<file path="config.mk">
export PLATFORM = sky130hd
export DESIGN_NAME = mem_array_arbiter
export DESIGN_NICKNAME = d
export VERILOG_FILES = /design/src/rtl/mem_array_arbiter.sv
export SDC_FILE = /design/constraint.sdc
export NUM_CORES = 1
export LEC_CHECK = 0
export ABC_CLOCK_PERIOD_IN_PS = 4400
export CORE_MARGIN = 2
export CORE_UTILIZATION = 30
export CTS_CLUSTER_DIAMETER = 150
export DETAILED_ROUTE_END_ITERATION = 10
export HOLD_SLACK_MARGIN = 0.05
export PLACE_DENSITY = 0.58
export SYNTH_ARGS = -nofsm -noshare
export SYNTH_HDL_FRONTEND = slang
export SYNTH_SLANG_ARGS = --single-unit
</file>
<file path="constraint.sdc">
create_clock -name clk -period 4.4 [get_ports clk]
set_input_delay 0.44 -clock clk [delete_from_list [all_inputs] [get_ports clk]]
set_output_delay 0.44 -clock clk [all_outputs]
set_load 0.03 [all_outputs]
</file>
<file path="src/rtl/mem_array_arbiter.sv">
// mem_array_arbiter: round-robin front end sharing one DEPTH x DATA_W register
// array between NUM_REQ requesters, one granted operation per cycle.
// Optional feature macro: MEM_ARB_SEARCH_EN enables the sequential
// "value inside array" search (op 10); without it op 10 is rejected like op 11.
module mem_array_arbiter #(
    parameter int unsigned NUM_REQ = 3,
    parameter int unsigned DATA_W  = 8,
    parameter int unsigned DEPTH   = 16,
    parameter int unsigned ADDR_W  = 4
) (
    input  logic                        clk,
    input  logic                        rst,
    input  logic [NUM_REQ-1:0]          req_valid,
    output logic [NUM_REQ-1:0]          req_ready,
    input  logic [2*NUM_REQ-1:0]        req_op,
    input  logic [ADDR_W*NUM_REQ-1:0]   req_addr,
    input  logic [DATA_W*NUM_REQ-1:0]   req_wdata,
    output logic                        rsp_valid,
    output logic [1:0]                  rsp_id,
    output logic [DATA_W-1:0]           rsp_data,
    output logic                        rsp_hit,
    output logic [ADDR_W-1:0]           rsp_idx,
    output logic                        rsp_err,
    output logic                        busy
);

    localparam int unsigned IDX_W = 2;
    localparam logic [1:0] OP_RD = 2'b00;
    localparam logic [1:0] OP_WR = 2'b01;
`ifdef MEM_ARB_SEARCH_EN
    localparam logic [1:0] OP_SR = 2'b10;
`endif

    logic [DATA_W-1:0] mem [DEPTH];
    logic [IDX_W-1:0]  prio_ptr;
    logic [IDX_W-1:0]  gnt_idx;
    logic              gnt_found;
    logic              idle_c;
    logic              hs_c;
    int unsigned       cand;
    logic [1:0]        sel_op;
    logic [ADDR_W-1:0] sel_addr;
    logic [DATA_W-1:0] sel_wdata;

    logic              rsp_valid_d;
    logic [1:0]        rsp_id_d;
    logic [DATA_W-1:0] rsp_data_d;
    logic              rsp_err_d;

`ifdef MEM_ARB_SEARCH_EN
    typedef enum logic [0:0] {S_IDLE, S_SEARCH} state_t;
    state_t            state_q, state_d;
    logic [DATA_W-1:0] key_q, key_d;
    logic [ADDR_W-1:0] k_q, k_d;
    logic [1:0]        sid_q, sid_d;
    logic              rsp_hit_d;
    logic [ADDR_W-1:0] rsp_idx_d;

    assign idle_c = (state_q == S_IDLE);
    assign busy   = (state_q == S_SEARCH);
`else
    assign idle_c  = 1'b1;
    assign busy    = 1'b0;
    assign rsp_hit = 1'b0;
    assign rsp_idx = '0;
`endif

    // Round-robin pick: first asserted request at or after prio_ptr, wrapping.
    always_comb begin
        gnt_found = 1'b0;
        gnt_idx   = '0;
        cand      = 0;
        for (int unsigned j = 0; j < NUM_REQ; j++) begin
            cand = (32'(prio_ptr) + j) % NUM_REQ;
            if (!gnt_found && req_valid[cand]) begin
                gnt_found = 1'b1;
                gnt_idx   = IDX_W'(cand);
            end
        end
    end

    // One-hot grant, suppressed during reset and while a search owns the array.
    always_comb begin
        req_ready = '0;
        if (!rst && idle_c && gnt_found) begin
            req_ready[gnt_idx] = 1'b1;
        end
    end

    assign hs_c      = !rst && idle_c && gnt_found;
    assign sel_op    = req_op[2*gnt_idx +: 2];
    assign sel_addr  = req_addr[ADDR_W*gnt_idx +: ADDR_W];
    assign sel_wdata = req_wdata[DATA_W*gnt_idx +: DATA_W];

    // Priority pointer moves past the requester just served.
    always_ff @(posedge clk) begin
        if (rst) begin
            prio_ptr <= '0;
        end else if (hs_c) begin
            prio_ptr <= (gnt_idx == IDX_W'(NUM_REQ - 1)) ? '0 : gnt_idx + 1'b1;
        end
    end

    // Storage array; intentionally not reset so contents survive rst.
    always_ff @(posedge clk) begin
        if (hs_c && sel_op == OP_WR) begin
            mem[sel_addr] <= sel_wdata;
        end
    end

    // Next-state and response decode for granted ops and the search scan.
    always_comb begin
        rsp_valid_d = 1'b0;
        rsp_id_d    = rsp_id;
        rsp_data_d  = rsp_data;
        rsp_err_d   = rsp_err;
`ifdef MEM_ARB_SEARCH_EN
        rsp_hit_d   = rsp_hit;
        rsp_idx_d   = rsp_idx;
        state_d     = state_q;
        key_d       = key_q;
        k_d         = k_q;
        sid_d       = sid_q;
`endif
        if (hs_c) begin
            case (sel_op)
                OP_RD: begin
                    rsp_valid_d = 1'b1;
                    rsp_id_d    = gnt_idx;
                    rsp_data_d  = mem[sel_addr];
                    rsp_err_d   = 1'b0;
`ifdef MEM_ARB_SEARCH_EN
                    rsp_hit_d   = 1'b0;
                    rsp_idx_d   = '0;
`endif
                end
                OP_WR: begin
                    rsp_valid_d = 1'b1;
                    rsp_id_d    = gnt_idx;
                    rsp_data_d  = sel_wdata;
                    rsp_err_d   = 1'b0;
`ifdef MEM_ARB_SEARCH_EN
                    rsp_hit_d   = 1'b0;
                    rsp_idx_d   = '0;
`endif
                end
`ifdef MEM_ARB_SEARCH_EN
                OP_SR: begin
                    state_d = S_SEARCH;
                    key_d   = sel_wdata;
                    k_d     = '0;
                    sid_d   = gnt_idx;
                end
`endif
                default: begin
                    rsp_valid_d = 1'b1;
                    rsp_id_d    = gnt_idx;
                    rsp_data_d  = '0;
                    rsp_err_d   = 1'b1;
`ifdef MEM_ARB_SEARCH_EN
                    rsp_hit_d   = 1'b0;
                    rsp_idx_d   = '0;
`endif
                end
            endcase
        end
`ifdef MEM_ARB_SEARCH_EN
        if (state_q == S_SEARCH) begin
            if (mem[k_q] == key_q) begin
                rsp_valid_d = 1'b1;
                rsp_id_d    = sid_q;
                rsp_data_d  = mem[k_q];
                rsp_hit_d   = 1'b1;
                rsp_idx_d   = k_q;
                rsp_err_d   = 1'b0;
                state_d     = S_IDLE;
            end else if (k_q == ADDR_W'(DEPTH - 1)) begin
                rsp_valid_d = 1'b1;
                rsp_id_d    = sid_q;
                rsp_data_d  = '0;
                rsp_hit_d   = 1'b0;
                rsp_idx_d   = '0;
                rsp_err_d   = 1'b0;
                state_d     = S_IDLE;
            end else begin
                k_d = k_q + 1'b1;
            end
        end
`endif
    end

    // State and registered response outputs.
    always_ff @(posedge clk) begin
        if (rst) begin
            rsp_valid <= 1'b0;
            rsp_id    <= '0;
            rsp_data  <= '0;
            rsp_err   <= 1'b0;
`ifdef MEM_ARB_SEARCH_EN
            rsp_hit   <= 1'b0;
            rsp_idx   <= '0;
            state_q   <= S_IDLE;
            key_q     <= '0;
            k_q       <= '0;
            sid_q     <= '0;
`endif
        end else begin
            rsp_valid <= rsp_valid_d;
            rsp_id    <= rsp_id_d;
            rsp_data  <= rsp_data_d;
            rsp_err   <= rsp_err_d;
`ifdef MEM_ARB_SEARCH_EN
            rsp_hit   <= rsp_hit_d;
            rsp_idx   <= rsp_idx_d;
            state_q   <= state_d;
            key_q     <= key_d;
            k_q       <= k_d;
            sid_q     <= sid_d;
`endif
        end
    end

endmodule
</file>
# [Yosys cells after proc, flatten, opt, wreduce, memory -nomap -nowiden]
# Memory sizes are Yosys's and may differ from the RTL's.
# Cells that the tools add are included.
[word_totals] regBits=14 latch_bits=0 mem_bits_rw=128 romBits=0 in_bits=47 output_inout_bits=21 wordCells=53 mem_count=1
[mem_list] memory="mem" depth=16 word_bits=8 read_ports=1 rd_clocked_by_memory_dff=0 write_ports=1 line="34" rtl="logic [DATA_W-1:0] mem [DEPTH];"
[op_classes] add_sub_neg=3 multipliers=0 n_div=3 order_cmp=5 eq_ne=2 shift=3 n_mux=21 n_bitwise=0 n_reduce_logical=10
[op_table] op="32-bit by 3-bit < comparator with 1-bit output, second input constant" count=3
[op_table] op="32-bit by 2-bit remainder unit with 32-bit output, second input constant" count=2
[op_table] op="2-bit by 2-bit remainder unit with 32-bit output, second input constant" count=1
[op_table] op="24-bit by 6-bit variable part select with 8-bit output" count=1
[op_table] op="8-bit case mux with 2 select lines" count=1
[op_table] op="12-bit by 5-bit variable part select with 4-bit output" count=1
[op_table] op="1-bit two-way mux" count=11
[op_table] op="2-bit two-way mux" count=4
[op_table] op="1-bit binary-select mux with 2-bit select" count=3
[op_table] op="6-bit by 4-bit variable part select with 2-bit output" count=1
[op_table] op="1-bit logical AND" count=5
[op_table] op="2-bit by 1-bit adder with 3-bit output, second input constant" count=1
[op_table] op="2-bit by 2-bit adder with 3-bit output, second input constant" count=1
[op_table] op="1-bit logical NOT" count=3
[op_table] op="2-bit by 3-bit < comparator with 1-bit output, second input constant" count=1
[op_table] op="3-bit two-way mux" count=1
[op_table] op="2-bit by 1-bit adder with 2-bit output, second input constant" count=1
[op_table] op="1-bit demux with 2-bit select" count=1
[op_table] op="2-bit by 1-bit == test with 1-bit output, second input constant" count=1
[op_table] op="2-bit == test, second input constant" count=1
[op_table] op="2-bit by 1-bit greater-or-equal comparator with 1-bit output, second input constant" count=1
[op_table] op="2-bit logical NOT" count=1
[op_table] op="2-bit OR reduction" count=1

# [Logic depth before layout (Yosys ltp)]
[logic_depth] word_depth=15 ltp_mapped=14 mapped_depth_nobuf=11

# [Worst setup path after synthesis]
# Ideal clock, no wire load.
[synth_timing] kind="flip-flop to flip-flop" startpoint="reg prio_ptr[0]" endpoint="mem mem[11][0], enable pin" setup_time_ns=0.370 t_arrival_ns=3.121 required_ns=4.030 path_slack_ns=0.909 path_stages_with_launch=15 path_buffers=3 period_less_slack_ns=3.491 cell_sequence="dfxtp_1 > inv_1 > ha_1 > buf_2 > nand2_1 > a32oi_2 > o31ai_4 > a21oi_1 > buf_4 > o2bb2ai_1 > nor2b_1 > buf_2 > nor3b_1 > nand2_1 > nor2_1"
[synth_via] elab_chain_cells=15
[synth_lines] element="start: declaration" line="35" rtl="logic [IDX_W-1:0] prio_ptr;"
[synth_lines] element="start signal: assignment" line="100" rtl="prio_ptr <= (gnt_idx == IDX_W'(NUM_REQ - 1)) ? '0 : gnt_idx + 1'b1;"
[synth_lines] element="branches (longest 15 deep; another with 32-bit by 2-bit remainder unit with 32-bit output)"
[synth_lines] element="end: declaration" line="34"
# Several ways; the timed one is not identified. The select of a mux whose other input is x is not followed.

# [Final worst setup path]
[layout_timing] startpoint="reg prio_ptr[0]" endpoint="reg rsp_data[0]"
[layout_via] elab_chain_cells=13
[layout_lines] element="branches (longest 13 deep; another with 32-bit by 2-bit remainder unit with 32-bit output)"
[layout_lines] element="end signal: assignment" line="210" rtl="rsp_data <= rsp_data_d;"
[layout_lines] element="end: declaration" line="20" rtl="output logic [DATA_W-1:0] rsp_data,"
# Several ways; the timed one is not identified. The select of a mux whose other input is x is not followed.
# A chain may end at the register's enable or synchronous reset.

==> results.json <==
{
  "outcome": "finished, final reports clean",
  "ant_nets": 0,
  "buffer_ports.inserted": 61,
  "seqPwrFrac_pct": 30.7,
  "rsz0062_at_grt": "false",
  "internal_power_mw": 3.79,
  "finalNetCount": 593,
  "synth_edf_count": 128,
  "synth-main-ff-cell": "edfxtp_1",
  "netlist.area_leader.share_pct": 60.4,
  "tritoncts.num_buffers": 17,
  "postSynth.asyncResetShare_pct": 0,
  "path_class": "reg -> reg",
  "post_dp_cell_area_um2": 7470,
  "core.rowCount": 53,
  "power-per-cell-area_nw_per_um2": 752,
  "comb_power_share_pct": 45.5,
  "globalplace.congestion": 0.832,
  "yosysSeqAreaShare_pct": 64.9,
  "initial_utilization_pct": 30.4,
  "worst-endpoint-required_ps": 4680,
  "timing.critical_path.from_type": "register",
  "cts.sinks": 142,
  "clockBufferDepth": 2,
  "yosys_register_bits": 142,
  "syn_avg_cell_area_um2": 14.3,
  "core_um2": 20900,
  "hold_ws_ps": 453,
  "total_switching_power_mw": 2.29,
  "avgViaCountPerCell": 5.00,
  "path_max_fanout": 14,
  "final_worst_path_cycle_share_pct": 91.5,
  "hold_viol": 0,
  "drt_iter0_drc": 374,
  "worst_slew_margin_rel_pct": 55.0,
  "die_x_um": 150,
  "largest_cells_by_area_after_synthesis": "edfxtp_1 60%, mux4_2 6.4%, dfxtp_1 4.4%",
  "cts_tree": "done",
  "route.detailed.wl_per_inst_um": 19.0,
  "cp_cell_instances": "inv_1, ha_1, or2_0, a32oi_2, o31a_1, nor2_1, a31oi_2, buf_4, mux4_1, a32o_1, a31oi_1, a311oi_1",
  "maxCapViolations": 0,
  "die_height_um": 150,
  "cp.arrival_ps": 4310,
  "grt_residual_overflow": 0,
  "grt_antenna_before_repair": 0,
  "insertion_delay_ps": 430,
  "worst_hold_path_type": "reg -> reg",
  "fmax_mhz": 248,
  "post-route-drc-count": 0,
  "synth.largest_area_cell": "edfxtp_1",
  "area.growth.synth_to_final_pct": 27.2,
  "vdd.ir_drop.worst_uv": 284,
  "grt.total_usage_pct": 14.4,
  "setup-tns-final_ps": 0,
  "ctsHtreeMaxLevel": 4,
  "clkTransAtPathRegs_ps": 60,
  "worst_path_largest_cell_delay_ps": 530,
  "diodes": 0,
  "synth.distinct_cells": 52,
  "post_cts.repair.setup_buffers": 0,
  "cpMaxStageDelayCell": "a31oi_2",
  "share_of_final_layout_standard_cells_stronger_than_drive_strength_1_pct": 18.7,
  "finalSetupViolCount": 0,
  "first_global_vias": 4053,
  "layout_min_cycle_time_ps": 4030,
  "synthesis.instances": 444,
  "cellLeakagePower_nw": 2.76,
  "floorplan.io_pins": 68,
  "num_vias": 4150,
  "p_clk_share_pct": 23.8,
  "fp.dieArea_um2": 22400,
  "grt_pass1_wl_um": 23600,
  "design_area_um2": 8090,
  "clock-skew-final_ps": 9.14,
  "synth.yosys.warnings": 0,
  "dr.pass1.iters": 5,
  "wl_um": 15800,
  "synth_area_um2": 6360,
  "swShare_pct": 37.7,
  "clockRootBuffer": "clkbuf_16",
  "grt_start_max_net_pins": 43,
  "worst_setup_path_end_kind": "register",
  "final-max-slew-violation-count": 0,
  "hpwl_um": 11100,
  "worst-slew-pin-transition_ps": 671
}
-- flip-flops by register name, summed over array words and instances, names as in the netlist --
register,flops
mem,128
rsp_valid,1
prio_ptr,2
rsp_err,1
rsp_data,8
rsp_id,2
-- metrics by stage --
stage	setup slack, ps	power (mW)	std cells	utilization [%]
5_1_grt	145	6.40	830	38.7
2_1_floorplan	909	3.74	449	-
3_5_place_dp	371	4.66	798	35.7
3_3_place_gp	451	4.62	798	35.7
6_report	373	6.08	830	38.7
4_1_cts	379	6.10	830	38.7
-- power by group through the flow --
stage                     sequential, mW  combinational (mW)  clock [mW]
after global placement              1.89                2.73           0
after global routing                1.87                2.99        1.54
after detailed placement            1.89                2.76           0
after floorplan                     1.96                1.78           0
after CTS                           1.87                2.77        1.47
final                               1.87                2.77        1.45
-- worst paths after layout --
path,start,endpoint,slack [ps],depth (start not counted)
hold / removal,rsp_id[0],rsp_id[0],450,2
hold reg to reg,rsp_id[0],rsp_id[0],450,2
setup reg to reg,prio_ptr[0],rsp_data[0],370,12
setup / recovery,prio_ptr[0],rsp_data[0],370,12
-- kinds of logic (layout without fill, tap and decap cells) --
group           Yosys count  in the layout  share of synthesized area (%)
simple gates            148            148                           10.6
buf+inv                  33            139                           3.36
compound gates           64             64                           7.48
other cells               1              6                         0.0590
flops                   142            142                           64.9
mux                      52             52                           12.8
fa+ha+maj                 4              4                          0.787
-- synth_stat cells (all sizes together) (2+ instances only) --
master	count
a31oi	7
a21oi	13
mux4	21
a31o	2
nor3	8
ha	4
mux2i	31
nand2b	3
nor3b	4
buf	22
nand3	14
a32oi	7
nand4	10
or3	4
dfxtp	14
edfxtp	128
nand2	58
o21ai	16
nor2b	5
inv	4
o2bb2ai	2
a21o	2
nor2	36
a311oi	3
o211ai	2
clkbuf	7
-- critical path: cells and delay by family (launching register included) --
| kind | cells | cell delay (ps) |
|---|---|---|
| adders and majority gates | 1 | 430 |
| muxes | 1 | 330 |
| buffers and inverters | 2 | 440 |
| and+or+nand+nor | 2 | 380 |
| DFF | 1 | 370 |
| AOI/OAI and AO/OA | 6 | 1930 |
-- timing repair --
| item | in CTS | in global routing |
|---|---|---|
| hold buffers | 0 | 0 |
| gates resized for setup | 0 | 1 |
| setup endpoints to repair | 0 | 8 |
-- metal layers --
layer,GRT usage [%],wire length (um),vias to the layer above,part of all wire (%)
li1,-,-,1907,-
met1,18.8,6970,2045,44
met2,23.0,7330,178,47
met3,4.48,1250,20,8.0
met4,4.24,212,0,1.3
met5,0,0,-,0
-- area by class of cell --
class	count	area, um^2
multi-input combinational	274	2050
timing repair buffer	103	938
fill	1941	12800
sequential	142	4120
clock buffer	22	518
tap	275	344
inverter	4	15.0
clock inverter	10	97.6
-- cells in the final DEF, fill, tap and decap left out, drive strengths merged, types with 3 or more instances in the layout --
master / n
a21oi: 13
a311oi: 3
a31oi: 7
a32oi: 7
buf: 42
clkbuf: 22
clkdlybuf4s50: 61
clkinv: 4
clkinvlp: 3
conb: 6
dfxtp: 14
edfxtp: 128
ha: 4
inv: 6
mux2i: 31
mux4: 21
nand2: 58
nand2b: 3
nand3: 14
nand4: 10
nor2: 36
nor2b: 5
nor3: 8
nor3b: 4
o21ai: 16
or3: 4
No activity file was read; power rests on OpenSTA's default activity.
